==> config.mk <==
export PLATFORM = sky130hd
export DESIGN_NAME = board_reset_ctrl_flat
export DESIGN_NICKNAME = d
export VERILOG_FILES = /design/src/rtl/board_reset_ctrl_if.sv /design/src/rtl/board_reset_ctrl.sv /design/src/flat_wrapper.sv
export SDC_FILE = /design/constraint.sdc
export NUM_CORES = 1
export LEC_CHECK = 0
export BUFFER_PORTS_ARGS = -buffer_cell sky130_fd_sc_hd__buf_2
export CAP_MARGIN = 20
export CORE_MARGIN = 3
export CORE_UTILIZATION = 35
export CTS_CLUSTER_DIAMETER = 150
export DETAILED_ROUTE_END_ITERATION = 12
export REMOVE_ABC_BUFFERS = 1
export SLEW_MARGIN = 20
export SYNTH_ARGS = -nofsm -noshare
export SYNTH_HDL_FRONTEND = slang
export SYNTH_SLANG_ARGS = --single-unit
==> constraint.sdc <==
create_clock -name ref_clk_i -period 1.75 [get_ports ref_clk_i]
set_input_delay 0.2625 -clock ref_clk_i [delete_from_list [all_inputs] [get_ports ref_clk_i]]
set_output_delay 0.2625 -clock ref_clk_i [all_outputs]
set_load 0.005 [all_outputs]
==> src/rtl/board_reset_ctrl_if.sv <==
// Reset-source and SoC-reset signal bundle for board_reset_ctrl.
// The master drives the pads and requests; the slave (the controller) drives the reset, causes and busy.
interface board_reset_ctrl_if #(
    parameter int NUM_SRC = 2
);
    logic [NUM_SRC-1:0] src_i;
    logic [NUM_SRC-1:0] src_en_i;
    logic               sw_rst_req_i;
    logic               cause_clr_i;
    logic               rst_n_o;
    logic [NUM_SRC:0]   rst_cause_o;
    logic               busy_o;

    modport master (
        output src_i, src_en_i, sw_rst_req_i, cause_clr_i,
        input  rst_n_o, rst_cause_o, busy_o
    );

    modport slave (
        input  src_i, src_en_i, sw_rst_req_i, cause_clr_i,
        output rst_n_o, rst_cause_o, busy_o
    );
endinterface

==> src/rtl/board_reset_ctrl.sv <==
// Board reset controller: synchronises, masks and debounces reset pads, then drives
// a stretched, registered active-low SoC reset and a sticky reset-cause register.
module board_reset_ctrl #(
    parameter int                 NUM_SRC         = 2,
    parameter logic [NUM_SRC-1:0] SRC_ACTIVE_LOW  = 2'b10,
    parameter int                 SYNC_STAGES     = 2,
    parameter int                 DEBOUNCE_CYCLES = 16,
    parameter int                 STRETCH_CYCLES  = 64
) (
    input logic               ref_clk_i,
    input logic               rst_i,
    board_reset_ctrl_if.slave bus
);
    localparam int CNT_W  = $clog2(DEBOUNCE_CYCLES + 1);
    localparam int SCNT_W = (STRETCH_CYCLES > 1) ? $clog2(STRETCH_CYCLES) : 1;
    localparam logic [CNT_W-1:0]  DB_LAST = CNT_W'(DEBOUNCE_CYCLES - 1);
    localparam logic [SCNT_W-1:0] ST_LAST = SCNT_W'(STRETCH_CYCLES - 1);

    typedef enum logic [1:0] {HOLD, STRETCH, RUN} state_e;

    logic [NUM_SRC-1:0] sync_q [SYNC_STAGES];
    logic [NUM_SRC-1:0] act;
    logic [NUM_SRC-1:0] stable_q, stable_d;
    logic [CNT_W-1:0]   cnt_q [NUM_SRC];
    logic [CNT_W-1:0]   cnt_d [NUM_SRC];
    state_e             state_q, state_d;
    logic [SCNT_W-1:0]  scnt_q, scnt_d;
    logic               rst_n_q, busy_q;
    logic [NUM_SRC:0]   cause_q, cause_d;
    logic               any;

    // Sync flops reload the inactive pad level so a reset never fakes an assertion.
    always_ff @(posedge ref_clk_i) begin
        if (rst_i) begin
            for (int s = 0; s < SYNC_STAGES; s++) sync_q[s] <= SRC_ACTIVE_LOW;
        end else begin
            sync_q[0] <= bus.src_i;
            for (int s = 1; s < SYNC_STAGES; s++) sync_q[s] <= sync_q[s-1];
        end
    end

    assign act = (sync_q[SYNC_STAGES-1] ^ SRC_ACTIVE_LOW) & bus.src_en_i;

    always_comb begin
        stable_d = stable_q;
        for (int k = 0; k < NUM_SRC; k++) begin
            cnt_d[k] = '0;
            if (act[k] != stable_q[k]) begin
                if (cnt_q[k] == DB_LAST) stable_d[k] = ~stable_q[k];
                else                     cnt_d[k]    = cnt_q[k] + CNT_W'(1);
            end
        end
    end

    assign any     = (|stable_q) | bus.sw_rst_req_i;
    assign cause_d = (bus.cause_clr_i ? '0 : cause_q) | {bus.sw_rst_req_i, stable_q};

    always_comb begin
        state_d = state_q;
        scnt_d  = scnt_q;
        case (state_q)
            RUN: begin
                if (any) state_d = HOLD;
            end
            HOLD: begin
                if (!any) begin
                    state_d = STRETCH;
                    scnt_d  = '0;
                end
            end
            STRETCH: begin
                if (any) begin
                    state_d = HOLD;
                    scnt_d  = '0;
                end else if (scnt_q == ST_LAST) begin
                    state_d = RUN;
                end else begin
                    scnt_d = scnt_q + SCNT_W'(1);
                end
            end
            default: state_d = HOLD;
        endcase
    end

    always_ff @(posedge ref_clk_i) begin
        if (rst_i) begin
            stable_q <= '0;
            for (int k = 0; k < NUM_SRC; k++) cnt_q[k] <= '0;
            state_q  <= STRETCH;
            scnt_q   <= '0;
            rst_n_q  <= 1'b0;
            busy_q   <= 1'b1;
            cause_q  <= '0;
        end else begin
            stable_q <= stable_d;
            for (int k = 0; k < NUM_SRC; k++) cnt_q[k] <= cnt_d[k];
            state_q  <= state_d;
            scnt_q   <= scnt_d;
            rst_n_q  <= (state_d == RUN);
            busy_q   <= (state_d != RUN);
            cause_q  <= cause_d;
        end
    end

    assign bus.rst_n_o     = rst_n_q;
    assign bus.busy_o      = busy_q;
    assign bus.rst_cause_o = cause_q;
endmodule

==> src/flat_wrapper.sv <==
// flat-port wrapper written by rule: the top's interface ports become plain ports
module board_reset_ctrl_flat 
#(
    parameter int                 NUM_SRC         = 2,
    parameter logic [NUM_SRC-1:0] SRC_ACTIVE_LOW  = 2'b10,
    parameter int                 SYNC_STAGES     = 2,
    parameter int                 DEBOUNCE_CYCLES = 16,
    parameter int                 STRETCH_CYCLES  = 64
)
  (ref_clk_i, rst_i, bus_src_i, bus_src_en_i, bus_sw_rst_req_i, bus_cause_clr_i, bus_rst_n_o, bus_rst_cause_o, bus_busy_o);
  board_reset_ctrl_if #(.NUM_SRC(NUM_SRC)) bus_i ();
  input logic ref_clk_i;
  input logic rst_i;
  input wire logic [$bits(bus_i.src_i)-1:0] bus_src_i;
  input wire logic [$bits(bus_i.src_en_i)-1:0] bus_src_en_i;
  input wire logic [$bits(bus_i.sw_rst_req_i)-1:0] bus_sw_rst_req_i;
  input wire logic [$bits(bus_i.cause_clr_i)-1:0] bus_cause_clr_i;
  output wire logic [$bits(bus_i.rst_n_o)-1:0] bus_rst_n_o;
  output wire logic [$bits(bus_i.rst_cause_o)-1:0] bus_rst_cause_o;
  output wire logic [$bits(bus_i.busy_o)-1:0] bus_busy_o;
  assign bus_i.src_i = bus_src_i;
  assign bus_i.src_en_i = bus_src_en_i;
  assign bus_i.sw_rst_req_i = bus_sw_rst_req_i;
  assign bus_i.cause_clr_i = bus_cause_clr_i;
  assign bus_rst_n_o = bus_i.rst_n_o;
  assign bus_rst_cause_o = bus_i.rst_cause_o;
  assign bus_busy_o = bus_i.busy_o;
  board_reset_ctrl #(.NUM_SRC(NUM_SRC), .SRC_ACTIVE_LOW(SRC_ACTIVE_LOW), .SYNC_STAGES(SYNC_STAGES), .DEBOUNCE_CYCLES(DEBOUNCE_CYCLES), .STRETCH_CYCLES(STRETCH_CYCLES)) u_core (.ref_clk_i(ref_clk_i), .rst_i(rst_i), .bus(bus_i));
endmodule
==> impl_metrics.toml <==
[critical_path]
crit_required_ns = 1.97
slowest_delay_ns = 0.38
crit_fanout = 4
worst_setup_path_end_kind = "register"
path_cells = "ha_1 -> nand4_1 -> nor2_1 -> mux2_2 -> a32o_1"
critPathKind = "register to register"
cp-start-kind = "register"
cpMaxStageDelayCell = "dfxtp_1"
cp_data_arrival_time_ns = 1.80

[floorplanning]
die_x_um = 63.1
start_util = 0.371
num_io_pins = 13
dieArea_sq_um = 3990
num_rows = 20
coreArea_sq_um = 3080
die_h_um = 63.1

[synthesis]
synth_commonest_cells = "dfxtp_1 (29), nor2_1 (20), inv_1 (11)"
ys_seq_area_frac = 0.508
synth.distinct_cells = 32
synth_most_common_cell = "dfxtp_1"
synth_edf_count = 0
ys_ff_latch = 29
synth_area_sq_um = 1140
syn_inst = 123
synthTopCellsByArea = "dfxtp_1 (51%), nor2_1 (6.6%), ha_1 (5.5%)"
yosys_warnings = 0
yosysTopAreaCellShare = 0.508
avgSynthCellArea_sq_um = 9.29
async_reset_ff_frac = 0
synth_top_area_cell = "dfxtp_1"
ys.flop_type = "dfxtp_1"

[layout]
final_cells = 186
areaGrowthSynthToFinish_pct = 16.0
final_nets = 154
fin_area_sq_um = 1330
fin_util = 0.430
drive_above_1_share = 0.197
diodes = 0

[drt]
vias = 859
routedWlPerCell_um = 10.2
routed_wl_um = 1900
detail_route.vias_per_cell = 4.62
firstDrtPassIters = 4
drc = 0
postRouteAntennaNets = 0
first_iter_violations = 70

[clock_network]
htreeDepth = 2
path_clk_slew_ns = 0.09
hold_buffers = 0
cts-root-buf = "clkbuf_4"
cts.sinks = 29
cts_buffers = 5
cts_buffer_depth = 2
clock_latency_ns = 0.33
cts_tree = "done"

[place]
placedInstanceArea_sq_um = 1250
gp_congestion = 0.850
hpwl_um = 1390
dp_cells = 178
pre_cts_ws_ns = 0.147
io_buffers = 12

[timing]
slew_violations = 0
hold_viol_final = 0
finalWorstSetupSlack_ns = 0.176
worst_clock_skew_ns = 0.00626
worst_pin_slew_ns = 0.401
period_needed_ns = 1.57
whs_ns = 0.110
fin_crit_sh = 0.899
final.setup.tns_ns = 0
timing.slew.headroom = 0.730
max_freq_ghz = 0.635
setup_violations = 0
rsz0062_at_grt = "false"

[global_route]
antenna_found_initial = 0
first_global_vias = 818
grt_start_max_net_pins = 15
grt_pass1_wl_um = 3450
grt_usage = 0.118
grt_overflow = 0

[run]
max-cap-violations = 0

[power_and_ir_drop]
power-per-cell-area_nw_per_um2 = 898
power_leakage_nw = 0.536
max-vdd-ir-drop_mv = 0.493
total_power_mw = 1.19

[hold_path]
hold_class = "input pin to register"

[run_status]
status = "complete, no violations"
layout by cell type (no fill, tap or decap), drive strengths merged, types with 2 or more instances in the layout:
cell,synthesis,routed
mux2i,2,2
nand2,5,5
a21oi,5,5
or2,2,2
xor2,3,3
o21ai,7,7
nand3,5,5
nor2,20,20
nor2b,3,3
nor3,5,5
ha,5,5
xnor2,3,3
and3,2,2
buf,0,12
dfxtp,29,29
inv,11,11
a31oi,2,2
nand2b,2,2
clkbuf,1,7
or3,3,3
metal layers:
| metal | track usage | share of wire | vias up |
|---|---|---|---|
| met2 | 0.190 | 0.47 | 17 |
| li1 | - | - | 446 |
| met1 | 0.117 | 0.44 | 391 |
| met3 | 0.0695 | 0.057 | 5 |
| met4 | 0.0661 | 0.027 | 0 |
| met5 | 0 | 0 | - |
sequential cells by signal (all words and copies together) (netlist names):
register                cells
u_core.stable_q             2
u_core.sync_q               4
u_core.bus.rst_cause_o      3
u_core.state_q              2
u_core.scnt_q               6
u_core.bus.busy_o           1
u_core.cnt_q               10
u_core.bus.rst_n_o          1
final timing paths:
path                  startpoint                   to  slack, ns  depth (start not counted)
min reg2reg  u_core.sync_q[0][1]  u_core.sync_q[0][3]       0.42                          1
max             u_core.scnt_q[1]     u_core.scnt_q[0]       0.18                          5
min                 bus_src_i[1]  u_core.sync_q[0][1]       0.11                          2
max reg2reg     u_core.scnt_q[1]     u_core.scnt_q[0]       0.18                          5
worst max-delay path: cells and delay by family, from the launching register on:
| kind | cells | cell delay (ns) |
|---|---|---|
| flops | 1 | 0.38 |
| compound gates | 1 | 0.19 |
| mux | 1 | 0.35 |
| fa+ha+maj | 1 | 0.21 |
| simple gates | 2 | 0.33 |
power by group:
group          internal [mW]  switching (mW)  total (mW)
clock                  0.232           0.228       0.461
sequential             0.671         0.00878       0.680
combinational         0.0229          0.0267      0.0495
total                  0.927           0.264        1.19
final cells by class:
class,instances,area (sq um)
inverter,11,41.3
timing repair buffer,12,60.1
tap,44,55.1
multi-input combinational,82,517
clock buffer,7,65.1
fill,312,1750
sequential,29,582
clock inverter,1,5.00
what timing repair did:
action                                  CTS  global route
endpoints found under the setup margin    0             1
resized for setup                         0             1
buffers inserted                          0             0
kinds of logic after synthesis:
family          Yosys count  synth area share
compound gates           18            0.0964
simple gates             50             0.228
flops                    29             0.508
mux                       3            0.0274
buf+inv                  12            0.0394
xor+xnor                  6            0.0460
fa+ha+maj                 5            0.0548
Note: power is estimated with default switching activity, not from simulation.
